**src/rtl/vec_ctrl_pkg.sv**
```systemverilog
// Shared types and constants for the vector loop controller.
//   sca_op_e  : decoder scalar-register op field
//   OP_*      : opcode values (instruction bits [31:28]) the controller decodes
//   state_e   : sequencer FSM states
package vec_ctrl_pkg;

    typedef enum logic [1:0] {
        SCA_INCRI = 2'b00,
        SCA_INCRJ = 2'b01,
        SCA_SETN  = 2'b10,
        SCA_OTHER = 2'b11
    } sca_op_e;

    localparam logic [3:0] OP_SUMFV = 4'b0011;
    localparam logic [3:0] OP_MULFV = 4'b0100;
    localparam logic [3:0] OP_NOP   = 4'b0101;

    typedef enum logic [1:0] {
        ST_IDLE = 2'b00,
        ST_RUN  = 2'b01,
        ST_DONE = 2'b10
    } state_e;

endpackage

```
**src/rtl/vec_elem_counter.sv**
```systemverilog
// Element index counter for vector-op sequencing.
//   clk, rst : clock, asynchronous active-low reset
//   load     : restart the count at zero (takes priority over en)
//   en       : advance the count by one
//   term     : terminal value (last element index)
//   count    : current element index
//   tc       : count has reached term
module vec_elem_counter #(
    parameter int unsigned IDX_W = 8
) (
    input  logic             clk,
    input  logic             rst,
    input  logic             load,
    input  logic             en,
    input  logic [IDX_W-1:0] term,
    output logic [IDX_W-1:0] count,
    output logic             tc
);

    localparam logic [IDX_W-1:0] ONE_IDX = IDX_W'(1);

    always_ff @(posedge clk or negedge rst) begin
        if (!rst) begin
            count <= '0;
        end else if (load) begin
            count <= '0;
        end else if (en) begin
            count <= count + ONE_IDX;
        end
    end

    assign tc = (count == term);

endmodule

```
**src/rtl/vec_loop_ctrl.sv**
```systemverilog
// Scalar-register and loop sequencer behind the ID-stage decoder.
// Owns I/J/N, applies INCRI/INCRJ/SETN, and issues N element requests to the
// vector unit for SUMFV/MULFV with a valid/ready handshake.
//   clk, rst          : clock, asynchronous active-low reset
//   in_valid/in_ready : decoded instruction handshake (ready only when idle)
//   opcode, sca_reg_op, imm : decoded instruction fields
//   i_val, j_val, n_val : scalar registers
//   elem_valid/elem_ready, elem_idx : element request to the vector unit
//   vec_mul           : 0 = SUMFV, 1 = MULFV, stable while busy
//   busy, done        : sequencer active / one-cycle completion pulse
//   illegal           : one-cycle pulse after an accepted undefined opcode
module vec_loop_ctrl
    import vec_ctrl_pkg::*;
#(
    parameter int unsigned IDX_W = 8,
    parameter int unsigned IMM_W = 24
) (
    input  logic             clk,
    input  logic             rst,
    input  logic             in_valid,
    output logic             in_ready,
    input  logic [3:0]       opcode,
    input  logic [1:0]       sca_reg_op,
    input  logic [IMM_W-1:0] imm,
    output logic [IDX_W-1:0] i_val,
    output logic [IDX_W-1:0] j_val,
    output logic [IDX_W-1:0] n_val,
    output logic             elem_valid,
    input  logic             elem_ready,
    output logic [IDX_W-1:0] elem_idx,
    output logic             vec_mul,
    output logic             busy,
    output logic             done,
    output logic             illegal
);

    localparam logic [IDX_W-1:0] ONE_IDX = IDX_W'(1);

    state_e           state;
    sca_op_e          sop;
    logic             accept;
    logic             is_vec;
    logic             cnt_load;
    logic             cnt_en;
    logic             cnt_tc;
    logic [IDX_W-1:0] cnt_term;

    // Only the low IDX_W immediate bits are architecturally visible.
    logic unused_imm;
    assign unused_imm = ^imm[IMM_W-1:IDX_W];

    assign sop    = sca_op_e'(sca_reg_op);
    assign accept = in_valid & in_ready;
    assign is_vec = (sop == SCA_OTHER) && ((opcode == OP_SUMFV) || (opcode == OP_MULFV));

    always_comb begin
        cnt_load = accept & is_vec;
        cnt_en   = (state == ST_RUN) & elem_ready & ~cnt_tc;
        // N==0 never reaches RUN, so the wrapped term for N==0 is never used.
        cnt_term = n_val - ONE_IDX;
    end

    vec_elem_counter #(
        .IDX_W (IDX_W)
    ) u_elem_counter (
        .clk   (clk),
        .rst   (rst),
        .load  (cnt_load),
        .en    (cnt_en),
        .term  (cnt_term),
        .count (elem_idx),
        .tc    (cnt_tc)
    );

    always_ff @(posedge clk or negedge rst) begin
        if (!rst) begin
            state   <= ST_IDLE;
            i_val   <= '0;
            j_val   <= '0;
            n_val   <= '0;
            vec_mul <= 1'b0;
            illegal <= 1'b0;
        end else begin
            illegal <= 1'b0;
            unique case (state)
                ST_IDLE: begin
                    if (accept) begin
                        unique case (sop)
                            SCA_INCRI: i_val <= i_val + ONE_IDX;
                            SCA_INCRJ: j_val <= j_val + ONE_IDX;
                            SCA_SETN:  n_val <= imm[IDX_W-1:0];
                            default: begin
                                if (is_vec) begin
                                    vec_mul <= (opcode == OP_MULFV);
                                    state   <= (n_val == '0) ? ST_DONE : ST_RUN;
                                end else if (opcode > OP_NOP) begin
                                    // Undefined opcode: behaves as NOP but is flagged.
                                    illegal <= 1'b1;
                                end
                            end
                        endcase
                    end
                end
                ST_RUN: begin
                    if (elem_ready && cnt_tc) begin
                        state <= ST_DONE;
                    end
                end
                ST_DONE: state <= ST_IDLE;
                default: state <= ST_IDLE;
            endcase
        end
    end

    // Decoded straight from the state register; reset clears them asynchronously.
    assign in_ready   = (state == ST_IDLE);
    assign busy       = (state != ST_IDLE);
    assign elem_valid = (state == ST_RUN);
    assign done       = (state == ST_DONE);

endmodule

```
**config.mk**
```make
export PLATFORM = sky130hd
export DESIGN_NAME = vec_loop_ctrl
export DESIGN_NICKNAME = d
export VERILOG_FILES = /design/src/rtl/vec_ctrl_pkg.sv /design/src/rtl/vec_elem_counter.sv /design/src/rtl/vec_loop_ctrl.sv
export SDC_FILE = /design/constraint.sdc
export NUM_CORES = 1
export LEC_CHECK = 0
export ABC_AREA = 1
export BUFFER_PORTS_ARGS = -buffer_cell sky130_fd_sc_hd__buf_2
export CORE_MARGIN = 4
export CORE_UTILIZATION = 40
export DETAILED_ROUTE_END_ITERATION = 12
export HOLD_SLACK_MARGIN = 0.03
export PLACE_DENSITY = 0.77
export REMOVE_ABC_BUFFERS = 1
export SYNTH_ARGS = -nofsm -noshare
export SYNTH_HDL_FRONTEND = slang
export SYNTH_HIERARCHICAL = 1
export SYNTH_SLANG_ARGS = --single-unit
```
**constraint.sdc**
```tcl
create_clock -name clk -period 2.1 [get_ports clk]
set_input_delay 0.42 -clock clk [delete_from_list [all_inputs] [get_ports clk]]
set_output_delay 0.42 -clock clk [all_outputs]
set_load 0.01 [all_outputs]
```
==> metrics.txt <==
routed vias=2057; RSZ-0062 raised after global routing=yes; Pre-antenna DRT Iters=4; Clk pin slew, worst setup/hold paths=0.07 ns; largest net degree at the start of global routing=26; CP Capture Type=flip-flop; compound-cell area share of the yosys netlist=0.0531; LEAKAGE=1.59 nW; CP max-delay cell=dfrtp_1; Multi-input gate area=1180 µm²; Adder-Cell Fraction of Synth Area=0.0279; # clock sinks=36; R2R Setup Slk=0.05 ns; Synth top area share=0.402; number of global-route vias before repair=1903; Final ANT Viol Nets=0; CTS Root Cell=clkbuf_8; crit start category=flip-flop; ANT cells=0; fin crit period=2.05 ns; simple logic cell fraction of the synthesized area=0.340; worst r2r src=n_val[2]$_DFFE_PN0P_; Std-Cell Rows=26; Slew Limit Fails=0; Crit path buffers/inverters=2; Slew headroom=0.606; final hold slack=0.127 ns; CTS tree=built; chip height=82.8 µm; worst slew pin tran=0.591 ns; total wire length=5.19 mm; nets=414; maximum clock rate=0.488 GHz; Crit Reg-Reg Endpoint=u_elem_counter/count[3]$_DFFE_PN0P_; CP max stage delay=0.43 ns; Yosys Warn Count=6; DR WL/cell=11.7 µm; Die ar.=6860 µm²; initial core utilization=0.425; grt total ovfl=0; period utilization=0.976; Buffers on Ports=55; # H-tree levels=2; DRC=0; dominant cell type by area after synthesis=dfrtp_1; die width=82.8 µm; hold_buf cts=0; initial antenna violation count=0; PD cells=1100 nW/µm²; Unique masters post-synth=25; mux cell area share after synthesis=0; Crit Path Class=reg2reg; clk_lat worst skew=0.29 ns; CP arrival=2.26 ns; register area=901 µm²; Hold Fails Final Rpt=0; Data required, critical path=2.31 ns; most used cells in the layout excluding fill and tap cells=nand2_1 (89), buf_2 (55), inv_1 (37), dfrtp_1 (36), nor2_1 (26); Top-Level Pins=72; Core Area=5270 µm²; worst vdd ir=0.000503 V; maxcap violations=0; layout cells sized above 1=0.320; Setup Viol. Count Final=0; most common cell after layout, fill and taps aside=nand2_1; Mapped Area=2240 µm²; gpl congestion=0.795; Top Family by Delay on Critical Path=simple AND/OR/NAND/NOR gates; #FFs+latches synth=36; 1st-iter DRT viols=81; XOR/XNOR share of the synthesized area=0.0861; fillcell total=529; total CTS buffers=5; CP Cell Sequence=inv_1, nand2_1, nor2_2, nand2_1, xor2_2, xor2_1, nor2_1, nand2_1, nor2_2, nor2_2, nor2_4, buf_4, nor3_2, nor2_1; fin util=0.541; hold crit path type=in2async; GRT Resource Usage Total=0.158; Syn Inst Count=296; HPWL Detailed=3.86 mm; vias per cell=4.62; syn_area_per_cell=7.56 µm²; Area growth syn-to-layout=27.3%; largest family of logic cells by synthesized area=simple AND/OR/NAND/NOR gates; Worst Path Max Fanout=4; clk buf depth=2; Synth area leaders=dfrtp_1 (40%), nand2_1 (15%), xor2_1 (7.0%), inv_1 (6.9%), nor2_1 (5.4%); Worst Reg-to-Reg Cells=14; Seq/Total Area, Yosys=0.402; first-pass GRT wire length=8.79 mm; status=complete, no violations; Post-Route Skew=0.00562 ns
-- worst register-to-register path: cells and delay by family, from the launching register on --
kind | cells | cell delay [ns]
AND/OR/NAND/NOR | 10 | 0.99
flip-flops | 1 | 0.43
XOR/XNOR | 2 | 0.30
buffers and inverters | 2 | 0.26
-- cell type report --
cell class	instances	area share
Sequential cell	36	0.316
Tap cell	70	0.0307
Clock buffer	6	0.0255
Clock inverter	1	0.00176
Multi-Input combinational cell	212	0.415
Timing Repair Buffer	75	0.149
Inverter	45	0.0610
-- Yosys cell counts --
| cell | count |
|---|---|
| inv_6 | 1 |
| inv_1 | 41 |
| clkbuf_2 | 1 |
| o21ai_1 | 4 |
| ha_1 | 5 |
| o21ai_0 | 2 |
| nand2_2 | 1 |
| a21oi_2 | 7 |
| a211oi_1 | 1 |
| nor3_1 | 3 |
| a21oi_1 | 4 |
| nand3b_1 | 4 |
| buf_6 | 2 |
| nand4_1 | 7 |
| nand3_1 | 17 |
| nand3_2 | 2 |
| dfrtp_1 | 36 |
| nor2_4 | 4 |
| inv_2 | 3 |
| nor2_2 | 4 |
| nand2_1 | 90 |
| nor2_1 | 32 |
| xor2_1 | 18 |
| nand2_4 | 3 |
| xnor2_1 | 4 |
-- power breakdown --
part           switching (mW)  total, mW  internal (mW)
clock network           0.239      0.465          0.225
logic                   0.800       1.46          0.658
registers               0.294       1.20          0.906
-- cells by family (layout without fill, tap and decap cells) --
family | Yosys count | after routing
AO/OA/AOI/OAI | 18 | 18
AND/OR/NAND/NOR | 167 | 167
XOR/XNOR | 22 | 22
buffers and inverters | 48 | 127
adder cells (fa/ha/maj) | 5 | 5
flip-flops | 36 | 36
-- repair_timing --
item | in CTS | in global routing
pin swaps | 1 | 8
setup buffers | 1 | 6
gates resized for setup | 5 | 11
endpoints found under the setup margin | 5 | 8
-- worst max-delay path by stage --
stage                         start                                  end  cells after the start
6_report       n_val[2]$_DFFE_PN0P_  u_elem_counter/count[3]$_DFFE_PN0P_                     14
3_5_place_dp   n_val[5]$_DFFE_PN0P_  u_elem_counter/count[7]$_DFFE_PN0P_                     15
2_1_floorplan  n_val[0]$_DFFE_PN0P_  u_elem_counter/count[7]$_DFFE_PN0P_                     14
4_1_cts        n_val[5]$_DFFE_PN0P_  u_elem_counter/count[5]$_DFFE_PN0P_                     16
5_1_grt        n_val[2]$_DFFE_PN0P_  u_elem_counter/count[5]$_DFFE_PN0P_                     16
3_3_place_gp   n_val[0]$_DFFE_PN0P_  u_elem_counter/count[5]$_DFFE_PN0P_                     14
-- sequential cells by signal, summed over array words and instances, names as in the netlist --
signal and count:
j_val 8, i_val 8, n_val 8, u_elem_counter/count 8, state 2, vec_mul 1
illegal 1
-- through the flow --
step	area (µm²)	power, mW	cells	TNS [ns]	setup slack [ns]
CTS	2770	3.06	439	0	0.0192
global placement	2670	2.50	431	0	0.0348
detailed placement	2670	2.55	431	-0.128	-0.0649
global route	2850	3.41	445	-0.440	-0.110
finish	2850	3.12	445	0	0.0514
floorplan	2210	1.99	293	-0.220	-0.0895
-- routing by layer --
metal | global-route usage | wire length, µm
met5 | 0 | 0
met4 | 0.0624 | 110
met3 | 0.0525 | 376
met2 | 0.251 | 2380
met1 | 0.197 | 2320
(Power assumes the default switching activity.)
